`config.mk`:
```
export PLATFORM = sky130hd
export DESIGN_NAME = uart_tx_baud
export DESIGN_NICKNAME = d
export VERILOG_FILES = /design/src/rtl/uart_pkg.sv /design/src/rtl/uart_baud_tick.sv /design/src/rtl/uart_tx_baud.sv
export SDC_FILE = /design/constraint.sdc
export NUM_CORES = 1
export LEC_CHECK = 0
export ABC_AREA = 0
export BUFFER_PORTS_ARGS = -buffer_cell sky130_fd_sc_hd__buf_4
export CAP_MARGIN = 20
export CELL_PAD_IN_SITES_DETAIL_PLACEMENT = 0
export CELL_PAD_IN_SITES_GLOBAL_PLACEMENT = 1
export CORE_MARGIN = 8
export CORE_UTILIZATION = 49
export DETAILED_ROUTE_END_ITERATION = 6
export PLACE_DENSITY_LB_ADDON = 0.1
export SLEW_MARGIN = 20
export SYNTH_ARGS = -nofsm -noshare
export SYNTH_HDL_FRONTEND = slang
export SYNTH_SLANG_ARGS = --single-unit
```
`constraint.sdc`:
```
create_clock -name clk -period 6.4 [get_ports clk]
set_input_delay 1.28 -clock clk [delete_from_list [all_inputs] [get_ports clk]]
set_output_delay 1.28 -clock clk [all_outputs]
set_load 0.02 [all_outputs]
```
`src/rtl/uart_pkg.sv`:
```
// Shared UART definitions: baud_sel encodings, clocks-per-bit table for a
// 50 MHz clock, and the transmit state enum. The receive path imports the
// same package so both directions decode baud_sel identically.
package uart_pkg;

  // baud_sel encodings
  localparam logic [2:0] BAUD_9600   = 3'b000;
  localparam logic [2:0] BAUD_19200  = 3'b001;
  localparam logic [2:0] BAUD_38400  = 3'b010;
  localparam logic [2:0] BAUD_57600  = 3'b011;
  localparam logic [2:0] BAUD_115200 = 3'b100;

  // Clocks per bit at 50 MHz
  localparam logic [15:0] DIV_9600    = 16'd5208;
  localparam logic [15:0] DIV_19200   = 16'd2604;
  localparam logic [15:0] DIV_38400   = 16'd1302;
  localparam logic [15:0] DIV_57600   = 16'd868;
  localparam logic [15:0] DIV_115200  = 16'd434;

  // Reserved encodings fall back to the slowest rate
  localparam logic [15:0] DIV_DEFAULT = DIV_9600;

  typedef enum logic [2:0] {
    ST_IDLE   = 3'd0,
    ST_START  = 3'd1,
    ST_DATA   = 3'd2,
    ST_PARITY = 3'd3,
    ST_STOP   = 3'd4
  } tx_state_e;

  // Map a baud_sel code to its clocks-per-bit value.
  function automatic logic [15:0] baud_div(input logic [2:0] sel);
    case (sel)
      BAUD_9600:   return DIV_9600;
      BAUD_19200:  return DIV_19200;
      BAUD_38400:  return DIV_38400;
      BAUD_57600:  return DIV_57600;
      BAUD_115200: return DIV_115200;
      default:     return DIV_DEFAULT;
    endcase
  endfunction

endpackage

```
`src/rtl/uart_baud_tick.sv`:
```
// Bit-period timer: a 16-bit down-counter loaded with div-1 on restart and
// reloaded automatically at every bit end, so each period is exactly div
// clocks with no accumulated error. bit_end is high on the last clock of a
// bit period while the timer is running.
module uart_baud_tick (
  input  logic        clk,
  input  logic        rst,
  input  logic        restart,
  input  logic        run,
  input  logic [15:0] div,
  output logic        bit_end
);

  logic [15:0] cnt_r;

  assign bit_end = run && (cnt_r == 16'd0);

  // Down-counter: load on restart, reload on bit end, otherwise count down.
  always_ff @(posedge clk) begin
    if (rst) begin
      cnt_r <= 16'd0;
    end else if (restart) begin
      cnt_r <= div - 16'd1;
    end else if (run) begin
      if (cnt_r == 16'd0) begin
        cnt_r <= div - 16'd1;
      end else begin
        cnt_r <= cnt_r - 16'd1;
      end
    end else begin
      cnt_r <= cnt_r;
    end
  end

endmodule

```
`src/rtl/uart_tx_baud.sv`:
```
// UART transmitter with integrated bit-rate divider. One frame per accepted
// byte: start bit, DATA_BITS data bits LSB first, optional parity bit,
// STOP_BITS stop bits. tx and busy are registered; tx_ready is the only
// combinational output.
// Optional feature macro: UART_TX_PARITY_EN adds the parity_odd input and a
// parity bit after the data bits.
module uart_tx_baud
  import uart_pkg::*;
#(
  parameter int DATA_BITS    = 8,
  parameter int STOP_BITS    = 1,
  parameter int DIV_OVERRIDE = 0
) (
  input  logic                 clk,
  input  logic                 rst,
  input  logic [2:0]           baud_sel,
  input  logic [DATA_BITS-1:0] tx_data,
  input  logic                 tx_valid,
`ifdef UART_TX_PARITY_EN
  input  logic                 parity_odd,
`endif
  output logic                 tx_ready,
  output logic                 tx,
  output logic                 busy
);

  localparam logic [3:0] LAST_DATA = 4'(DATA_BITS - 1);
  localparam logic [3:0] LAST_STOP = 4'(STOP_BITS - 1);

  tx_state_e            state_r, state_nx;
  logic [DATA_BITS-1:0] shift_r, shift_nx;
  logic [3:0]           bit_cnt_r, bit_cnt_nx;
  logic [15:0]          div_r, div_nx;
  logic [15:0]          sel_div_s;
  logic [15:0]          tick_div_s;
  logic                 tx_r, tx_nx;
  logic                 busy_r, busy_nx;
  logic                 accept_s;
  logic                 run_s;
  logic                 bit_end_s;
`ifdef UART_TX_PARITY_EN
  logic                 par_r, par_nx;

  // Frame parity: XOR of the data bits, inverted for odd parity.
  function automatic logic calc_parity(input logic [DATA_BITS-1:0] d,
                                       input logic odd);
    return (^d) ^ odd;
  endfunction
`endif

  assign tx_ready   = (state_r == ST_IDLE) && !rst;
  assign accept_s   = tx_valid && tx_ready;
  assign run_s      = (state_r != ST_IDLE);
  // The timer must start with the divisor being latched, not the stale one.
  assign tick_div_s = accept_s ? sel_div_s : div_r;
  assign tx         = tx_r;
  assign busy       = busy_r;

  // Divisor for the current baud_sel, or the fixed override when set.
  always_comb begin
    sel_div_s = DIV_DEFAULT;
    if (DIV_OVERRIDE != 0) begin
      sel_div_s = 16'(DIV_OVERRIDE);
    end else begin
      sel_div_s = baud_div(baud_sel);
    end
  end

  uart_baud_tick u_tick (
    .clk     (clk),
    .rst     (rst),
    .restart (accept_s),
    .run     (run_s),
    .div     (tick_div_s),
    .bit_end (bit_end_s)
  );

  // Next-state, shift register, bit counter and registered output values.
  always_comb begin
    state_nx   = state_r;
    shift_nx   = shift_r;
    bit_cnt_nx = bit_cnt_r;
    div_nx     = div_r;
`ifdef UART_TX_PARITY_EN
    par_nx     = par_r;
`endif
    tx_nx      = 1'b1;
    busy_nx    = 1'b0;

    case (state_r)
      ST_IDLE: begin
        if (accept_s) begin
          state_nx   = ST_START;
          shift_nx   = tx_data;
          bit_cnt_nx = 4'd0;
          div_nx     = sel_div_s;
`ifdef UART_TX_PARITY_EN
          par_nx     = calc_parity(tx_data, parity_odd);
`endif
        end else begin
          state_nx = ST_IDLE;
        end
      end
      ST_START: begin
        if (bit_end_s) begin
          state_nx = ST_DATA;
        end else begin
          state_nx = ST_START;
        end
      end
      ST_DATA: begin
        if (bit_end_s) begin
          shift_nx = shift_r >> 1;
          if (bit_cnt_r == LAST_DATA) begin
            bit_cnt_nx = 4'd0;
`ifdef UART_TX_PARITY_EN
            state_nx   = ST_PARITY;
`else
            state_nx   = ST_STOP;
`endif
          end else begin
            bit_cnt_nx = bit_cnt_r + 4'd1;
          end
        end else begin
          state_nx = ST_DATA;
        end
      end
      ST_PARITY: begin
        if (bit_end_s) begin
          state_nx = ST_STOP;
        end else begin
          state_nx = ST_PARITY;
        end
      end
      ST_STOP: begin
        if (bit_end_s) begin
          if (bit_cnt_r == LAST_STOP) begin
            bit_cnt_nx = 4'd0;
            state_nx   = ST_IDLE;
          end else begin
            bit_cnt_nx = bit_cnt_r + 4'd1;
          end
        end else begin
          state_nx = ST_STOP;
        end
      end
      default: begin
        state_nx   = ST_IDLE;
        bit_cnt_nx = 4'd0;
      end
    endcase

    // Line level for the state being entered, so tx is a pure register.
    case (state_nx)
      ST_IDLE:   tx_nx = 1'b1;
      ST_START:  tx_nx = 1'b0;
      ST_DATA:   tx_nx = shift_nx[0];
`ifdef UART_TX_PARITY_EN
      ST_PARITY: tx_nx = par_nx;
`else
      ST_PARITY: tx_nx = 1'b1;
`endif
      ST_STOP:   tx_nx = 1'b1;
      default:   tx_nx = 1'b1;
    endcase

    busy_nx = (state_nx != ST_IDLE);
  end

  // State and datapath registers; reset abandons any frame in flight.
  always_ff @(posedge clk) begin
    if (rst) begin
      state_r   <= ST_IDLE;
      shift_r   <= '0;
      bit_cnt_r <= 4'd0;
      div_r     <= 16'd0;
      tx_r      <= 1'b1;
      busy_r    <= 1'b0;
`ifdef UART_TX_PARITY_EN
      par_r     <= 1'b0;
`endif
    end else begin
      state_r   <= state_nx;
      shift_r   <= shift_nx;
      bit_cnt_r <= bit_cnt_nx;
      div_r     <= div_nx;
      tx_r      <= tx_nx;
      busy_r    <= busy_nx;
`ifdef UART_TX_PARITY_EN
      par_r     <= par_nx;
`endif
    end
  end

endmodule

```
==> reports/metrics.cfg <==
[clock_tree]
cts_root_buf=clkbuf_8
clock_latency_ns=0.31
cts_buffers=5
holdBufCountCts=0
cts.htree.levels=2
cts_num_sinks=49
post_cts_buffers=0
clk_path_buf_depth=2
cts_resized=0
path_clk_slew_ns=0.09
cts_tree=done

[worst_setup_path]
cp_cell_sequence=buf_4, nand2b_1, nor2_4, mux2i_1, ha_1, or4b_2, nor2_1, xnor2_1, nor3_1, o21ai_0, a21oi_1
slowest_stage=or4b_2
cp.arrival_ns=4.19
r2r_cells=10
regToRegSetupSlack_ns=2.95
r2r_end=u_tick.cnt_r[6]
crit_type=primary input to flip-flop
end_kind=flip-flop
cp-start-kind=primary input
slowest_delay_ns=0.65
crit_start=rst
cp_max_fo=50
reg2reg_from=state_r[0]
required_ns=6.58

[floorplan]
floorplan.core_area_um2=5510
die_y_um=91.6
die_w_um=91.6
die_area_um2=8400
std_cell_rows=27
start_util=0.509
io-pin-count=17

[logic_synthesis]
syn_inst=356
synth_common_cells=dfxtp_1, nor2_1, a21oi_1, nand2_1, o21ai_0
yosysSeqAreaShare=0.350
synth_cell_types=57
yosysMostFrequentCell=dfxtp_1
synth_top_area_share=0.350
synth_top_cell_by_area=dfxtp_1
async_flop_share=0
synth_area_um2=2800
yosysWarnings=0
synth_ff_type=dfxtp_1
syn_avg_cell_area_um2=7.87
synth_seq_cells=49
synth_area_leaders=dfxtp_1, a21oi_1, nor2_1, nand2_1, o21ai_0
syn-num-nets=375
synth-edff-count=0

[placement]
place_area_um2=2970
io_buffer_count=16
dp_cells=432
dpl.hpwl_mm=5.13
gp_congestion=0.916
place_ws_ns=2.09

[timing]
fin_crit_ns=4.01
clock_skew_ns=0.00350
slew_headroom=0.606
tns_ns=0
slew_viol_final=0
worst_pin_slew_ns=0.590
final_hold_viol_count=0
max_freq_ghz=0.249
period_share=0.627
setup_ws_ns=2.39
setup_viol=0
rsz0062_at_grt=false
holdWs_ns=0.462

[cells_and_area]
final_nets=386
fill_cells=536
final_cell_area_um2=3050
utilization=0.555
antenna_cells=0
area_delta_synth_final_pct=8.97
drive_gt1_frac=0.106
fin_cells=440

[min_path]
hold_class=flip-flop to flip-flop
min_to=shift_r[3]
hold_path_depth=2
min_from=shift_r[3]

[global_route]
first_global_vias=2521
grt_pass1_wl_mm=12.1
grt_overflow_total=0
grt_max_degree=51
antenna_found_initial=0
grt_use_total=0.173

[run]
maxCapViolCount=0

[status]
status=completed

[drt]
viasPerCell=5.99
firstDrtPassIters=4
drc=0
dr.first_iter.drc_count=215
postRouteAntennaNets=0
wl_mm=7.26
vias=2634
wire_per_inst_um=16.5

[pwr]
ir_drop_mv=0.162
power_density_nw_per_um2=380
power_mw=1.16
p_leak_nw=1.13

[registers in the layout (all words and copies together) (netlist names)]
| name | cells |
|---|---|
| u_tick.cnt_r | 16 |
| state_r | 3 |
| shift_r | 8 |
| tx | 1 |
| div_r | 16 |
| bit_cnt_r | 4 |
| busy | 1 |
[critical path, delay by kind of cell]
family / cells / cell delay (ns)
adder cells (fa/ha/maj): 1 / 0.28
XOR/XNOR: 1 / 0.13
AO/OA/AOI/OAI: 2 / 0.26
multiplexers: 1 / 0.32
AND/OR/NAND/NOR: 5 / 1.63
buffers and inverters: 1 / 0.28
[cell families (layout without fill, tap and decap cells)]
kind of cell               count (synthesis)  after routing  synth area share
AOI/OAI and AO/OA                        101            101             0.231
xor gates and xnor gates                  13             13            0.0406
adders and majority gates                  5              5            0.0223
buffers and inverters                     21             33            0.0299
DFF                                       49             49             0.350
muxes                                      2              2           0.00714
and+or+nand+nor                          165            165             0.319
[placed cells by master (no fill, tap or decap), types with 3 or more instances in the layout]
cell type / n
or3_1: 5
nand3_1: 9
nor2_1: 48
o21ai_0: 21
xor2_1: 5
a22oi_1: 5
a31oi_1: 8
a21oi_1: 40
xnor2_1: 8
nor4_1: 7
nor3_1: 17
inv_1: 7
nand2_1: 36
nand2b_1: 7
dfxtp_1: 49
nand4_1: 3
nor3b_1: 3
and2_1: 6
nor2b_1: 4
or4_1: 4
a21o_1: 4
buf_4: 18
ha_1: 5
clkbuf_8: 5
[how the worst max path moves through the flow]
stage,to
5_1_grt,u_tick.cnt_r[6]
4_1_cts,u_tick.cnt_r[6]
3_5_place_dp,u_tick.cnt_r[6]
6_report,u_tick.cnt_r[6]
2_1_floorplan,u_tick.cnt_r[6]
3_3_place_gp,u_tick.cnt_r[6]
[per-layer routing]
layer | global-route usage | part of all wire | vias up
met5 | 0 | 0 | -
met4 | 0.0682 | 0.014 | 0
met3 | 0.0302 | 0.051 | 10
met2 | 0.268 | 0.46 | 79
met1 | 0.231 | 0.47 | 1229
li1 | - | - | 1316
[report_power, final]
part	internal [mW]	switching (mW)	total, mW
registers	0.351	0.0701	0.421
clock network	0.0776	0.105	0.183
logic	0.215	0.340	0.556
total	0.644	0.516	1.16
[area by class of cell]
| cell class | instances | area, um^2 | share of cell area |
|---|---|---|---|
| flip-flops and latches | 49 | 981 | 0.321 |
| repair buffers | 18 | 135 | 0.0442 |
| well taps | 72 | 90.1 | 0.0295 |
| clock inverters | 1 | 7.51 | 0.00246 |
| multi-input cells | 286 | 1740 | 0.569 |
| clock buffers | 7 | 76.3 | 0.0250 |
| inverters | 7 | 26.3 | 0.00860 |
Power figures use the tool's default switching activity.
